===== config.mk =====
export PLATFORM = sky130hd
export DESIGN_NAME = load_ext_unit
export DESIGN_NICKNAME = d
export VERILOG_FILES = /design/src/rtl/load_ext_pkg.sv /design/src/rtl/load_ext_unit_core.sv /design/src/rtl/load_ext_unit.sv
export SDC_FILE = /design/constraint.sdc
export NUM_CORES = 1
export LEC_CHECK = 0
export CAP_MARGIN = 15
export CORE_MARGIN = 3
export CORE_UTILIZATION = 45
export DETAILED_ROUTE_END_ITERATION = 7
export PLACE_DENSITY = 0.81
export SLEW_MARGIN = 20
export SYNTH_ARGS = -nofsm -noshare
export SYNTH_HDL_FRONTEND = slang
export SYNTH_HIERARCHICAL = 1
export SYNTH_SLANG_ARGS = --single-unit

===== constraint.sdc =====
create_clock -name clk -period 3.4 [get_ports clk]
set_input_delay 0.34 -clock clk [delete_from_list [all_inputs] [get_ports clk]]
set_output_delay 0.34 -clock clk [all_outputs]
set_load 0.05 [all_outputs]

===== src/rtl/load_ext_pkg.sv =====
// load_ext_pkg: size encodings, occupancy states and the select/extend function for load_ext_unit.
package load_ext_pkg;
  localparam int MAX_W = 128;
  localparam int MAX_OFF_W = $clog2(MAX_W / 8);
  localparam logic [1:0] SZ_BYTE = 2'b00;
  localparam logic [1:0] SZ_HALF = 2'b01;
  localparam logic [1:0] SZ_WORD = 2'b10;
  typedef enum logic [1:0] {ST_EMPTY, ST_ONE, ST_TWO} occ_t;
  // Works on a MAX_W-wide container so one function serves every DATA_W up to MAX_W.
  function automatic logic [MAX_W:0] ext_result(input logic [MAX_W-1:0] data, input logic [MAX_OFF_W-1:0] off,
                                                input logic [1:0] size, input logic sext);
    logic [MAX_W-1:0] lane;
    logic err;
    lane = data >> {off, 3'b000};
    err = size == 2'b11 || (size == SZ_HALF && off[0]) || (size == SZ_WORD && off != '0);
    return err ? {1'b1, {MAX_W{1'b0}}} :
           size == SZ_BYTE ? {1'b0, {(MAX_W-8){sext & lane[7]}}, lane[7:0]} :
           size == SZ_HALF ? {1'b0, {(MAX_W-16){sext & lane[15]}}, lane[15:0]} : {1'b0, data};
  endfunction
endpackage


===== src/rtl/load_ext_unit_core.sv =====
// ext_core: combinational byte/half/word select and sign/zero extension with error flag.
module ext_core import load_ext_pkg::*; #(
  parameter int DATA_W = 32,
  localparam int OFF_W = $clog2(DATA_W / 8)
) (
  input  logic [DATA_W-1:0] data,
  input  logic [OFF_W-1:0]  off,
  input  logic [1:0]        size,
  input  logic              sext,
  output logic [DATA_W-1:0] value,
  output logic              err
);
  logic [MAX_W:0] r;
  assign r = ext_result(MAX_W'(data), MAX_OFF_W'(off), size, sext);
  assign value = r[DATA_W-1:0];
  assign err = r[MAX_W];
  if (DATA_W < MAX_W) begin : g_pad
    logic unused_hi;
    assign unused_hi = ^r[MAX_W-1:DATA_W];
  end
endmodule


===== src/rtl/load_ext_unit.sv =====
// load_ext_unit: load-data extender with a 2-entry FIFO output buffer; LOAD_EXT_ERR_CNT_EN adds a saturating err_cnt.
module load_ext_unit import load_ext_pkg::*; #(
  parameter int DATA_W = 32,
  localparam int OFF_W = $clog2(DATA_W / 8)
) (
  input  logic              clk,
  input  logic              rst,
  input  logic              in_valid,
  output logic              in_ready,
  input  logic [DATA_W-1:0] in_data,
  input  logic [OFF_W-1:0]  in_off,
  input  logic [1:0]        in_size,
  input  logic              in_sext,
  output logic              out_valid,
  input  logic              out_ready,
  output logic [DATA_W-1:0] out_data,
`ifdef LOAD_EXT_ERR_CNT_EN
  output logic [15:0]       err_cnt,
`endif
  output logic              out_err
);
  occ_t state, nxt;
  logic push, pop, c_err, hd_err, tl_err;
  logic [DATA_W-1:0] c_val, hd, tl;
  ext_core #(.DATA_W(DATA_W)) u_core (
    .data(in_data), .off(in_off), .size(in_size), .sext(in_sext), .value(c_val), .err(c_err)
  );
  assign push = in_valid & in_ready;
  assign pop = out_valid & out_ready;
  assign out_valid = state != ST_EMPTY;
  assign out_data = hd;
  assign out_err = hd_err;
  always_comb begin
    nxt = state;
    nxt = state == ST_EMPTY ? (push ? ST_ONE : ST_EMPTY) :
          state == ST_ONE ? (push && !pop ? ST_TWO : !push && pop ? ST_EMPTY : ST_ONE) :
          (pop ? ST_ONE : ST_TWO);
  end
  // in_ready is registered from the next state so it never depends combinationally on out_ready.
  always_ff @(posedge clk) begin
    if (rst) begin
      state <= ST_EMPTY;
      in_ready <= 1'b0;
    end else begin
      state <= nxt;
      in_ready <= nxt != ST_TWO;
    end
  end
  always_ff @(posedge clk) begin
    if (rst) begin
      hd <= '0;
      hd_err <= 1'b0;
      tl <= '0;
      tl_err <= 1'b0;
    end else begin
      if (state == ST_TWO && pop) begin
        hd <= tl;
        hd_err <= tl_err;
      end else if (push && (state == ST_EMPTY || pop)) begin
        hd <= c_val;
        hd_err <= c_err;
      end
      if (push && state == ST_ONE && !pop) begin
        tl <= c_val;
        tl_err <= c_err;
      end
    end
  end
`ifdef LOAD_EXT_ERR_CNT_EN
  logic [15:0] cnt;
  always_ff @(posedge clk) begin
    if (rst) cnt <= '0;
    else if (push && c_err && cnt != 16'hFFFF) cnt <= cnt + 16'd1;
  end
  assign err_cnt = cnt;
`endif
endmodule


==> run_results.csv <==
group,metric,value,unit
status,status,"finished clean",
clock_tree,clk_latency,0.35,ns
yosys,yosys.area.top_type_share,0.370,
yosys,yosysMostFrequentCell,"nand2_1",
place,finalWeightedCongestion,0.918,
timing,worstMarginPinSlew,0.691,ns
pwr,p_sw_frac,0.299,
clock_tree,post_cts_buffers,0,
global_route,grt_antenna_before_repair,0,
yosys,synth_edf_count,0,
global_route,grt_start_max_net_pins,70,
timing,finalCritPeriodShare,0.718,
timing,slew_headroom,0.539,
critical_path,required,3.67,ns
yosys,synth_area,3730,sq um
timing,clock_skew,0.00925,ns
clock_tree,clock_path_buffers,2,
job,cap_viol_max_count,0,
pwr,power_density,401,nW/um^2
timing,min_period,2.44,ns
pwr,power.total,0.00187,W
yosys,synth_flop_cell,"dfxtp_1",
min_path,hold_path_class,"flop to flop",
yosys,avgSynthCellArea,7.32,sq um
floorplan,ios,76,
global_route,grt_pass1_wl,17100,um
critical_path,cpPeakStageDelay,0.75,ns
place,dpl.hpwl,7250,um
critical_path,worst-path-max-fanout,11,
timing,finalSetupTns,0,ns
layout,antenna_cells,0,
yosys,synth-seq-cells,69,
pwr,clkPwrFrac,0.360,
critical_path,end_kind,"flop",
yosys,synth.area.top_cells,"dfxtp_1, nand2_1, a21oi_1, a21o_1, a221oi_1",
pwr,p_leak,1.67,nW
pwr,p_int,0.00131,W
clock_tree,cts_root_buf,"clkbuf_8",
timing,slew_viol_final,0,
timing,rsz0062_at_grt,"no",
drt,drc_errors,0,
yosys,yosysSeqAreaShare,0.370,
yosys,synth_cells,510,
clock_tree,cts.sinks,69,
floorplan,core,7890,sq um
pwr,switchingPower,0.000559,W
timing,hold_viol,0,
floorplan,fp.dieW,97.1,um
place,dp_cells,653,
yosys,syn_nets,551,
place,numPortBuffers,75,
pwr,power_frac_seq,0.447,
clock_tree,htree_levels,3,
critical_path,crit_slowest_cell,"clkdlybuf4s50_1",
pwr,ir_worst_vdd,0.264,mV
critical_path,cp_cell_sequence,"clkdlybuf4s50_1, nor2b_1, nand2_1, a221oi_1, a31o_2, nand2_1, a21o_1, a21oi_1",
layout,post-route-util,0.592,
critical_path,cp-startpoint,"in_off[0]",
drt,vias_per_cell,5.61,
drt,drt_iter0_drc,249,
yosys,ys_types,33,
drt,wl_per_cell,15.8,um
clock_tree,ctsHoldBuffers,0,
layout,fin_nets,603,
timing,clock.fmax,0.410,GHz
yosys,ys_top_cells_by_count,"nand2_1, a21oi_1, dfxtp_1, a21o_1, clkbuf_1",
critical_path,start_kind,"input pin",
floorplan,die_y,97.1,um
layout,syn2layout_area_growth,25.1,%
global_route,overflow,0,
critical_path,path_common_cell,"nand2_1",
floorplan,rows,32,
layout,fin_cells,669,
drt,ant_nets,0,
clock_tree,postCtsResizedCells,0,
min_path,holdCritStartpoint,"out_data[8]",
clock_tree,cts_buffers,9,
floorplan,initial_utilization,0.473,
timing,setup_violations,0,
drt,via_count,3752,
critical_path,worstSetupPathType,"input pin to flop",
yosys,synth_top_area_cell,"dfxtp_1",
yosys,synth_warnings,6,
clock_tree,path_clk_slew,0.07,ns
yosys,async_reset_ff_frac,0,
clock_tree,cts_tree,"built",
floorplan,die_area,9420,sq um
layout,drive_gt1_frac,0.0758,
global_route,track_usage,0.223,
pwr,comb_power_share,0.192,
critical_path,rr_startpoint,"state[1]",
critical_path,arrival,2.72,ns
drt,dr.pass1.iters,4,
drt,wirelength,10600,um
global_route,grt_pass1_vias,3414,
==> logic make-up (layout without fill, tap and decap cells) <==
group           count (synthesis)  in the layout  synth area share
compound gates                172            172             0.298
simple gates                  210            210             0.233
flops                          69             69             0.370
buf+inv                        48            105            0.0657
mux                            11             11            0.0329
==> cell type report <==
type                    count  area (sq um)
well taps                 102           128
clock inverters             7          75.1
inverters                   3          11.3
clock buffers               9           124
fillers                   734          3220
repair buffers             86           831
flip-flops and latches     69          1380
multi-input cells         393          2120
==> placed cells by master, fill, tap and decap left out, drive strengths merged, types with 4 or more instances in the layout <==
cell,count
dfxtp,69
a21oi,78
clkdlybuf4s50,74
nand2,168
a22o,5
inv,4
nor3b,5
a31o,8
a21o,49
o21ai,13
a221oi,13
mux2i,10
clkbuf,9
buf,12
nor2,18
==> critical path, delay by kind of cell <==
family | cells | cell delay [ns]
buffers and inverters | 1 | 0.75
AND/OR/NAND/NOR | 3 | 0.79
AO/OA/AOI/OAI | 4 | 0.84
==> sequential cells by signal, summed over array words and instances, names as in the netlist <==
name	count
tl	32
out_err	1
state	2
in_ready	1
tl_err	1
out_data	32
==> path summary, 6_finish.rpt <==
check,end,slack (ns),depth (start not counted)
worst min-delay path,out_data[8],0.45,2
worst max register to register,out_data[23],1.61,5
worst min register to register,out_data[8],0.45,2
worst max-delay path,out_data[3],0.96,8
==> per-layer routing <==
layer  global-route usage  routed length, um
met3               0.0481                515
met4               0.0778                239
met1                0.310               4930
met5                    0                  0
met2                0.340               4920
==> per-stage QoR <==
step / worst slack [ns] / area [sq um] / hold WS (ns)
2_1_floorplan: 1.57 / 3730 / 0.437
3_3_place_gp: 0.720 / 4470 / 0.440
3_5_place_dp: 0.656 / 4470 / 0.446
4_1_cts: 1.02 / 4670 / 0.457
5_1_grt: 0.777 / 4670 / 0.470
6_report: 0.958 / 4670 / 0.454
==> power groups by stage <==
stage | registers, W | logic [W] | clock network [W]
global route | 0.000839 | 0.000387 | 0.000720
CTS | 0.000837 | 0.000358 | 0.000693
detailed placement | 0.000856 | 0.000357 | 0
floorplan | 0.000905 | 0.000184 | 0
global placement | 0.000855 | 0.000356 | 0
finish | 0.000837 | 0.000360 | 0.000674
Power figures use the tool's default switching activity.
